`src/rtl/tagger_pkg.sv`:
```
// Shared types and constants for the tagger record reader.
// Build option RECORD_MARKER_EN appends a fixed marker word after each record.
package tagger_pkg;

  localparam int REC_W  = 47;
  localparam int WORD_W = 16;

`ifdef RECORD_MARKER_EN
  localparam int WORDS_PER_REC = 4;
`else
  localparam int WORDS_PER_REC = 3;
`endif

  localparam logic [15:0] MARKER_WORD = 16'hA5A5;

`ifdef RECORD_MARKER_EN
  typedef enum logic [2:0] {ST_IDLE, ST_W0, ST_W1, ST_W2, ST_W3} reader_state_e;
  localparam reader_state_e ST_LAST = ST_W3;
`else
  typedef enum logic [2:0] {ST_IDLE, ST_W0, ST_W1, ST_W2} reader_state_e;
  localparam reader_state_e ST_LAST = ST_W2;
`endif

  // Words still owed to the host for the record currently being serialized.
  function automatic logic [2:0] words_left(input reader_state_e s);
    case (s)
      ST_W0:   words_left = 3'(WORDS_PER_REC);
      ST_W1:   words_left = 3'(WORDS_PER_REC - 1);
      ST_W2:   words_left = 3'(WORDS_PER_REC - 2);
`ifdef RECORD_MARKER_EN
      ST_W3:   words_left = 3'd1;
`endif
      default: words_left = 3'd0;
    endcase
  endfunction

endpackage

```
`src/rtl/tagger_record_reader_fifo.sv`:
```
// Single-clock record FIFO. The head record is only presented on rd_data_o
// after it has been popped, so the output register doubles as the reader's
// record holding register.
module record_fifo #(
  parameter int DEPTH_LOG2 = 4,
  parameter int W          = 47
) (
  input  logic                clk,
  input  logic                rst_n,
  input  logic                push_i,
  input  logic [W-1:0]        wr_data_i,
  input  logic                pop_i,
  output logic [W-1:0]        rd_data_o,
  output logic                full_o,
  output logic                empty_o,
  output logic [DEPTH_LOG2:0] count_o
);

  localparam int DEPTH = 1 << DEPTH_LOG2;

  logic [W-1:0]          mem_q [DEPTH];
  logic [DEPTH_LOG2-1:0] wr_ptr_q;
  logic [DEPTH_LOG2-1:0] rd_ptr_q;
  logic [DEPTH_LOG2:0]   count_q;
  logic [W-1:0]          rd_data_q;
  logic                  do_push;
  logic                  do_pop;

  assign empty_o   = (count_q == '0);
  assign full_o    = (count_q == (DEPTH_LOG2+1)'(DEPTH));
  assign do_pop    = pop_i && !empty_o;
  // A full FIFO still accepts a write when the head leaves on the same edge.
  assign do_push   = push_i && (!full_o || do_pop);
  assign rd_data_o = rd_data_q;
  assign count_o   = count_q;

  // Pointer, occupancy and read-register update.
  always_ff @(posedge clk) begin
    if (!rst_n) begin
      wr_ptr_q  <= '0;
      rd_ptr_q  <= '0;
      count_q   <= '0;
      rd_data_q <= '0;
    end else begin
      if (do_push) wr_ptr_q <= wr_ptr_q + (DEPTH_LOG2)'(1);
      if (do_pop) begin
        rd_ptr_q  <= rd_ptr_q + (DEPTH_LOG2)'(1);
        rd_data_q <= mem_q[rd_ptr_q];
      end
      case ({do_push, do_pop})
        2'b10:   count_q <= count_q + (DEPTH_LOG2+1)'(1);
        2'b01:   count_q <= count_q - (DEPTH_LOG2+1)'(1);
        default: ;
      endcase
    end
  end

  // Storage write; contents are don't-care until written.
  always_ff @(posedge clk) begin
    if (do_push) mem_q[wr_ptr_q] <= wr_data_i;
  end

endmodule

```
`src/rtl/tagger_record_reader.sv`:
```
// Tagger record reader: buffers engine record strobes and serializes each
// record into host words over a valid/ack handshake. With RECORD_MARKER_EN
// defined, every record is followed by MARKER_WORD.
module tagger_record_reader
  import tagger_pkg::*;
#(
  parameter int DEPTH_LOG2 = 4,
  parameter int REC_W      = 47,
  parameter int WORD_W     = 16
) (
  input  logic              clk,
  input  logic              rst_n,
  input  logic              record_rdy,
  input  logic [REC_W-1:0]  record,
  output logic [WORD_W-1:0] data,
  output logic              data_rdy,
  input  logic              data_ack,
  input  logic              request_length,
  output logic [15:0]       length,
  output logic              length_rdy,
  output logic              overflow,
  output logic [15:0]       lost_count
);

  localparam int SR_W = 3 * WORD_W;

  reader_state_e       state_q;
  logic                data_rdy_q;
  logic [15:0]         length_q;
  logic                length_rdy_q;
  logic                overflow_q;
  logic [15:0]         lost_q;

  logic [REC_W-1:0]    fifo_rd_data;
  logic                fifo_full;
  logic                fifo_empty;
  logic [DEPTH_LOG2:0] fifo_count;
  logic                fifo_pop;
  logic                dropped;
  logic [SR_W-1:0]     rec_ext;
  logic [WORD_W-1:0]   data_mux;
  logic [31:0]         len_full;
  logic [15:0]         len_d;

  record_fifo #(
    .DEPTH_LOG2 (DEPTH_LOG2),
    .W          (REC_W)
  ) u_fifo (
    .clk       (clk),
    .rst_n     (rst_n),
    .push_i    (record_rdy),
    .wr_data_i (record),
    .pop_i     (fifo_pop),
    .rd_data_o (fifo_rd_data),
    .full_o    (fifo_full),
    .empty_o   (fifo_empty),
    .count_o   (fifo_count)
  );

  assign fifo_pop = !fifo_empty &&
                    ((state_q == ST_IDLE) || ((state_q == ST_LAST) && data_ack));
  assign dropped  = record_rdy && fifo_full && !fifo_pop;
  assign rec_ext  = {{(SR_W-REC_W){1'b0}}, fifo_rd_data};

  // Serializer sequencing; data_rdy is registered alongside the state.
  always_ff @(posedge clk) begin
    if (!rst_n) begin
      state_q    <= ST_IDLE;
      data_rdy_q <= 1'b0;
    end else begin
      case (state_q)
        ST_IDLE: if (!fifo_empty) begin
          state_q    <= ST_W0;
          data_rdy_q <= 1'b1;
        end
        ST_W0: if (data_ack) state_q <= ST_W1;
        ST_W1: if (data_ack) state_q <= ST_W2;
`ifdef RECORD_MARKER_EN
        ST_W2: if (data_ack) state_q <= ST_W3;
        ST_W3: if (data_ack) begin
`else
        ST_W2: if (data_ack) begin
`endif
          if (fifo_empty) begin
            state_q    <= ST_IDLE;
            data_rdy_q <= 1'b0;
          end else begin
            state_q    <= ST_W0;
          end
        end
        default: begin
          state_q    <= ST_IDLE;
          data_rdy_q <= 1'b0;
        end
      endcase
    end
  end

  // Word select from the held record; zero when nothing is being offered.
  always_comb begin
    data_mux = '0;
    case (state_q)
      ST_W0:   data_mux = rec_ext[WORD_W-1:0];
      ST_W1:   data_mux = rec_ext[2*WORD_W-1:WORD_W];
      ST_W2:   data_mux = rec_ext[3*WORD_W-1:2*WORD_W];
`ifdef RECORD_MARKER_EN
      ST_W3:   data_mux = WORD_W'(MARKER_WORD);
`endif
      default: data_mux = '0;
    endcase
  end

  assign len_full = 32'(WORDS_PER_REC) * 32'(fifo_count) + 32'(words_left(state_q));
  assign len_d    = (len_full > 32'h0000_FFFF) ? 16'hFFFF : len_full[15:0];

  // Length snapshot taken from pre-edge state, with a one-cycle valid pulse.
  always_ff @(posedge clk) begin
    if (!rst_n) begin
      length_q     <= '0;
      length_rdy_q <= 1'b0;
    end else begin
      length_rdy_q <= request_length;
      if (request_length) length_q <= len_d;
    end
  end

  // Sticky overflow flag and saturating count of dropped records.
  always_ff @(posedge clk) begin
    if (!rst_n) begin
      overflow_q <= 1'b0;
      lost_q     <= '0;
    end else if (dropped) begin
      overflow_q <= 1'b1;
      if (lost_q != 16'hFFFF) lost_q <= lost_q + 16'd1;
    end
  end

  assign data       = data_mux;
  assign data_rdy   = data_rdy_q;
  assign length     = length_q;
  assign length_rdy = length_rdy_q;
  assign overflow   = overflow_q;
  assign lost_count = lost_q;

endmodule

```
`config.mk`:
```
export PLATFORM = sky130hd
export DESIGN_NAME = tagger_record_reader
export DESIGN_NICKNAME = d
export VERILOG_FILES = /design/src/rtl/tagger_pkg.sv /design/src/rtl/tagger_record_reader_fifo.sv /design/src/rtl/tagger_record_reader.sv
export SDC_FILE = /design/constraint.sdc
export NUM_CORES = 1
export LEC_CHECK = 0
export CAP_MARGIN = 0
export CORE_UTILIZATION = 46
export DETAILED_ROUTE_END_ITERATION = 12
export SLEW_MARGIN = 20
export SYNTH_ARGS = -nofsm -noshare
export SYNTH_HDL_FRONTEND = slang
export SYNTH_SLANG_ARGS = --single-unit
export TNS_END_PERCENT = 100
```
`constraint.sdc`:
```
create_clock -name clk -period 5.7 [get_ports clk]
set_clock_uncertainty 0.05 [all_clocks]
set_input_delay 0.57 -clock clk [delete_from_list [all_inputs] [get_ports clk]]
set_output_delay 0.57 -clock clk [all_outputs]
set_load 0.02 [all_outputs]
```
==> summary.md, run 1 <==
| Metric | Value |
|---|---|
| Row count | `97` |
| Tot GR Track Use | `0.2209` |
| PD cells | `407.5 nW/um2` |
| Distinct cells, synth | `55` |
| Die height | `268.6 um` |
| # port buffers | `93` |
| Clk pwr share | `0.355` |
| # DRC | `0` |
| Total Die Area | `72150 um2` |
| CP max FO | `18` |
| Io pins | `103` |
| Max-Cap Viols | `0` |
| Leak | `0.01168 uW` |
| Worst rel slew slack | `0.2620` |
| Final hold violation count | `0` |
| First-pass GRT wire length | `115.5 mm` |
| Layout Nets | `2036` |
| Crit end category | `primary output` |
| Share of cells above drive strength 1 | `0.1391` |
| Fin. max-slew vios | `0` |
| Period minus WS final | `3.930 ns` |
| Cells resized by post-CTS repair | `0` |
| Final design utilization | `0.5339` |
| Setup_tns | `0 ns` |
| Clk buf depth | `3` |
| Post-place setup slack | `1.888 ns` |
| Peak VDD IR | `0.2322 mV` |
| Mapped cell area | `32700 um2` |
| Final wirelength | `79.33 mm` |
| Cells after Synth | `1852` |
| Data required time at the worst endpoint | `5.08 ns` |
| Filler cells | `5616` |
| Area share of the leading cell type in the synthesized netlist | `0.6906` |
| Root Driver | `clkbuf_16` |
| Total congestion overflow | `0` |
| Core area | `70150 um2` |
| CTS tree | `built` |
| Routed wire length per instance | `26.73 um` |
| Post-synth ARST share | `0` |
| Net switching fraction of the power | `0.2663` |
| Synth area leaders | `edfxtp_1 (69%), mux2i_1 (8.8%), dfxtp_1 (5.4%), mux2_2 (3.2%), a221oi_1 (2.5%)` |
| CP Data Arrival Time | `3.31 ns` |
| Number of diodes | `0` |
| Yosys Warn Count | `0` |
| Worst Slack Setup Final | `1.770 ns` |
| Top-count cell post-synth | `edfxtp_1` |
| Final Setup Violations | `0` |
| Largest net degree at the start of global routing | `93` |
| Dpl cell area | `34690 um2` |
| Reg power frac | `0.472` |
| Sequential cell area | `24350 um2` |
| DIE WIDTH | `268.6 um` |
| Clk slew on worst S/H paths | `0.06 ns` |
| Final instance area | `37450 um2` |
| Clock latency on the worst-skew pair | `0.64 ns` |
| Synth Register Bits | `840` |
| F_max | `254.5 MHz` |
| Post-CTS setup buffers | `0` |
| Status | `finished clean` |
| Multi-input logic area | `7880 um2` |
| Initial antenna violation count | `1` |
| Final GP Congestion | `0.7800` |
| Worst Max-Slew Pin Slew | `1.107 ns` |
| 1st-pass router iterations | `8` |
| Vias after detailed routing | `17440` |
| DRT iter0 DRCs | `1476` |
| H-tree Lvls | `3` |
| Mean Syn Cell Area | `17.66 um2` |
| Vias in the first global route | `17430` |
| Antenna-violating nets left | `0` |
| Hold buffer count at cts | `0` |
| Commonest cells post-synth | `edfxtp_1 (752), mux2i_1 (288), a221oi_1 (93)` |
| RSZ-0062 raised after global routing | `no` |
| Startpoint Class | `register` |
| HPWL after DPL | `44.24 mm` |
| # clock sinks | `840` |
| Initial Util | `0.4661` |
| Switching power | `4063 uW` |
| Vias per cell | `5.875` |
| Area delta synth->final | `14.55%` |
| WS Path Type | `register to primary output` |
| Tcrit/Tclk final | `0.6895` |
| Num CTS Buffers | `86` |
| Cell-internal power | `11200 uW` |
| Synth Flop Type | `edfxtp_1` |
| Post-synth EDFFs | `752` |
| HP Class | `register to register` |
| Register area share after synthesis | `0.7445` |
| Combinational group share of total power | `0.173` |
| Post-synth top area cell | `edfxtp_1` |
==> worst max-delay path: stages, from the launching register on <==
cell             delay [ns]
dfxtp_1                0.38
inv_1                  0.09
ha_1                   0.54
a222oi_1               0.91
nor2_1                 0.15
clkdlybuf4s50_1        0.59
==> stage by stage <==
stage	power, uW	std cells	hold slack (ns)
2_1_floorplan	9120	1860	0.3662
3_5_place_dp	9990	2806	0.4073
6_report	15260	2968	0.4186
5_1_grt	15790	2968	0.4385
3_3_place_gp	9949	2806	0.3945
4_1_cts	15370	2966	0.4162
==> sequential cells by signal (all words and copies together), names as in the netlist <==
register / count
u_fifo.rd_data_o: 47
u_fifo.mem_q: 752
length_rdy: 1
overflow: 1
state_q: 2
lost_count: 16
length: 7
u_fifo.wr_ptr_q: 4
data_rdy: 1
u_fifo.rd_ptr_q: 4
u_fifo.count_o: 5
==> layout by cell type (no fill, tap or decap), types with 24 or more instances in the layout <==
| cell type | n |
|---|---|
| edfxtp_1 | 752 |
| mux2i_1 | 288 |
| a221oi_1 | 93 |
| clkdlybuf4s50_1 | 93 |
| mux2_2 | 92 |
| clkbuf_16 | 89 |
| dfxtp_1 | 86 |
| a22o_1 | 47 |
| o22ai_1 | 46 |
| a32o_1 | 46 |
| buf_4 | 35 |
| nor2_1 | 27 |
| ha_1 | 25 |
| clkbuf_1 | 24 |
==> worst paths after layout <==
kind | end | depth (start not counted) | startpoint | slack (ns)
max | data[8] | 5 | state_q[0] | 1.77
min | u_fifo.rd_data_o[20] | 2 | u_fifo.rd_data_o[20] | 0.42
max reg2reg | u_fifo.mem_q[10][34] | 7 | u_fifo.count_o[0] | 2.41
min reg2reg | u_fifo.rd_data_o[20] | 2 | u_fifo.rd_data_o[20] | 0.42
==> metal layers <==
layer  wire (um)  vias to the layer above  GRT usage
li1            -                     7699          -
met1       33910                     9003     0.2990
met2       38140                      607     0.3604
met3        5165                      127    0.03753
met4        2098                        2    0.07832
met5           9                        -          0
==> power groups by stage <==
stage	registers, uW	clock network (uW)	logic, uW
finish	7200	5420	2650
global route	7220	5750	2820
CTS	7200	5510	2660
detailed placement	7330	0	2660
global placement	7320	0	2630
floorplan	7170	0	1950
==> area by class of cell <==
| cell class | count | share of cell area |
|---|---|---|
| flip-flops and latches | 840 | 0.6501 |
| multi-input cells | 879 | 0.2104 |
| clock buffers | 122 | 0.06517 |
| repair buffers | 131 | 0.03367 |
| well taps | 940 | 0.03140 |
| clock inverters | 38 | 0.007416 |
| inverters | 18 | 0.001804 |
==> cells by family after synthesis <==
kind of cell | count (synthesis) | synth area share
fa+ha+maj | 28 | 0.01140
other cells | 1 | 0.0001147
buf+inv | 141 | 0.01990
mux | 380 | 0.1198
xor+xnor | 24 | 0.006429
flops | 840 | 0.7445
simple gates | 150 | 0.02457
compound gates | 288 | 0.07324
No activity file was read; power rests on OpenSTA's default activity.
==> run 2: changes to the inputs <==
==> constraint.sdc (replaced) <==
create_clock -name clk -period 3.2 [get_ports clk]
set_clock_uncertainty 0.05 [all_clocks]
set_input_delay 0.32 -clock clk [delete_from_list [all_inputs] [get_ports clk]]
set_output_delay 0.32 -clock clk [all_outputs]
set_load 0.02 [all_outputs]
==> summary.md, run 2 (synthesis results as in run 1) <==
| Metric | Value |
|---|---|
| Share of cells above drive strength 1 | `0.1581` |
| Final Power | `27570 uW` |
| Top delay family on crit path | `buffers and inverters` |
| Num CTS Buffers | `85` |
| Hold_ws | `0.3851 ns` |
| Root Driver | `clkbuf_16` |
| Leak | `0.01193 uW` |
| Total Die Area | `72150 um2` |
| Worst Max-Slew Pin Slew | `0.8109 ns` |
| Total congestion overflow | `0` |
| CP Data Arrival Time | `2.72 ns` |
| Commonest non-fill, non-tap cell in the layout | `edfxtp_1` |
| Most frequent cells in the layout | `edfxtp_1 (752), mux2i_1 (288), a221oi_1 (93), clkdlybuf4s50_1 (93), mux2_2 (92)` |
| CTS tree | `built` |
| Vias in the first global route | `17330` |
| Row count | `97` |
| Largest net degree at the start of global routing | `77` |
| Placed insts | `2844` |
| CP max-delay cell | `clkdlybuf4s50_1` |
| Post-place setup slack | `0.1455 ns` |
| Final GP Congestion | `0.7874` |
| Fin. max-slew vios | `0` |
| F_max | `323.9 MHz` |
| Data required time at the worst endpoint | `2.83 ns` |
| # DRC | `0` |
| Area delta synth->final | `16.50%` |
| Crit end category | `primary output` |
| Crit path buffers/inverters | `2` |
| Vias after detailed routing | `17630` |
| Startpoint Class | `register` |
| Setup_tns | `0 ns` |
| Clk buf depth | `3` |
| # port buffers | `93` |
| RSZ-0062 raised after global routing | `no` |
| 1st-pass router iterations | `9` |
| Non-Filler Instances | `3003` |
| Final Setup Violations | `0` |
| Largest stage delay on the critical path | `0.67 ns` |
| Routed wire length per instance | `26.51 um` |
| DRT iter0 DRCs | `1640` |
| Vias per cell | `5.870` |
| Multi-input logic area | `7913 um2` |
| Post-CTS setup buffers | `0` |
| Max FFs per register | `752` |
| Layout Nets | `2071` |
| Filler cells | `5539` |
| DIE WIDTH | `268.6 um` |
| Die height | `268.6 um` |
| Core area | `70150 um2` |
| Initial antenna violation count | `4` |
| Clk slew on worst S/H paths | `0.06 ns` |
| Worst Slack Setup Final | `0.1124 ns` |
| Worst rel slew slack | `0.4594` |
| Status | `finished clean` |
| Antenna-violating nets left | `0` |
| Clock latency on the worst-skew pair | `0.63 ns` |
| WS Path Type | `register to primary output` |
| Max-Cap Viols | `0` |
| Initial Util | `0.4661` |
| Final wirelength | `79.60 mm` |
| HP Class | `input pin to register` |
| CP max FO | `16` |
| Tcrit/Tclk final | `0.9649` |
| Tot GR Track Use | `0.2234` |
| Period minus WS final | `3.088 ns` |
| Sequential cell area | `24350 um2` |
| First-pass GRT wire length | `116.5 mm` |
| PD cells | `723.7 nW/um2` |
| Io pins | `103` |
| Worst-path cell chain | `ha_1, buf_4, a222oi_1, nor2_1, clkdlybuf4s50_1` |
| H-tree Lvls | `3` |
| # clock sinks | `840` |
| Peak VDD IR | `0.4336 mV` |
| Final hold violation count | `0` |
| Largest Register | `u_fifo.mem_q` |
| HPWL after DPL | `44.76 mm` |
[run 2: changes by cell type in the layout (fill, tap and decap cells not counted), sizes merged]
cell / before / now
clkinvlp: 2 / 5
bufinv: 3 / 8
buf: 38 / 74
clkbuf: 122 / 112
diode: 0 / 1
[run 2: path summary, 6_finish.rpt]
check                                           from                   end  slack [ns]  cells past startpoint
worst min register to register  u_fifo.rd_data_o[20]  u_fifo.rd_data_o[20]        0.40                      2
worst max-delay path                      state_q[1]               data[6]        0.11                      5
worst min-delay path                        data_ack              data_rdy        0.39                      4
worst max register to register     u_fifo.count_o[1]     u_fifo.count_o[4]        0.23                     12
[run 2: layout make-up]
type | count | area share
Clock buffer | 112 | 0.06198
Sequential cell | 840 | 0.6393
Antenna cell | 1 | 0.00006569
Tap cell | 940 | 0.03087
Multi-Input combinational cell | 879 | 0.2077
Timing Repair Buffer | 167 | 0.04657
Inverter | 18 | 0.001774
Clock inverter | 46 | 0.01173
[run 2: what timing repair did]
action                     4_1_cts  5_1_grt
hold buffers                     0        0
gates cloned                     0        0
setup endpoints to repair        7        5
gates resized for setup          1        4
pin swaps                        0        0
[run 2: per-layer routing]
layer  routed length (um)  up-vias  global-route usage  part of all wire
met1                35160     9184              0.3170              0.44
met2                37950      566              0.3589              0.48
met5                   39        -                   0           0.00049
met3                 5020       93             0.03589             0.063
met4                 1430        6             0.05943             0.018
li1                     -     7778                   -                 -
[run 2: power by group]
group | internal [uW] | total [uW] | switching (uW)
clock network | 5850 | 9940 | 4090
registers | 12400 | 12800 | 382
logic | 2150 | 4870 | 2720
total | 20400 | 27600 | 7200
[run 2: worst min-delay path: cells and delay by family]
family / cells / cell delay [ns]
buffers and inverters: 1 / 0.46
AND/OR/NAND/NOR: 2 / 0.17
AO/OA/AOI/OAI: 1 / 0.07
[run 2: per-stage QoR]
step | util | instance area, um2
6_report | 0.5430 | 38090
5_1_grt | 0.5430 | 38090
4_1_cts | 0.5429 | 38080
3_5_place_dp | 0.5028 | 35270
3_3_place_gp | 0.5028 | 35270
2_1_floorplan | - | 32760
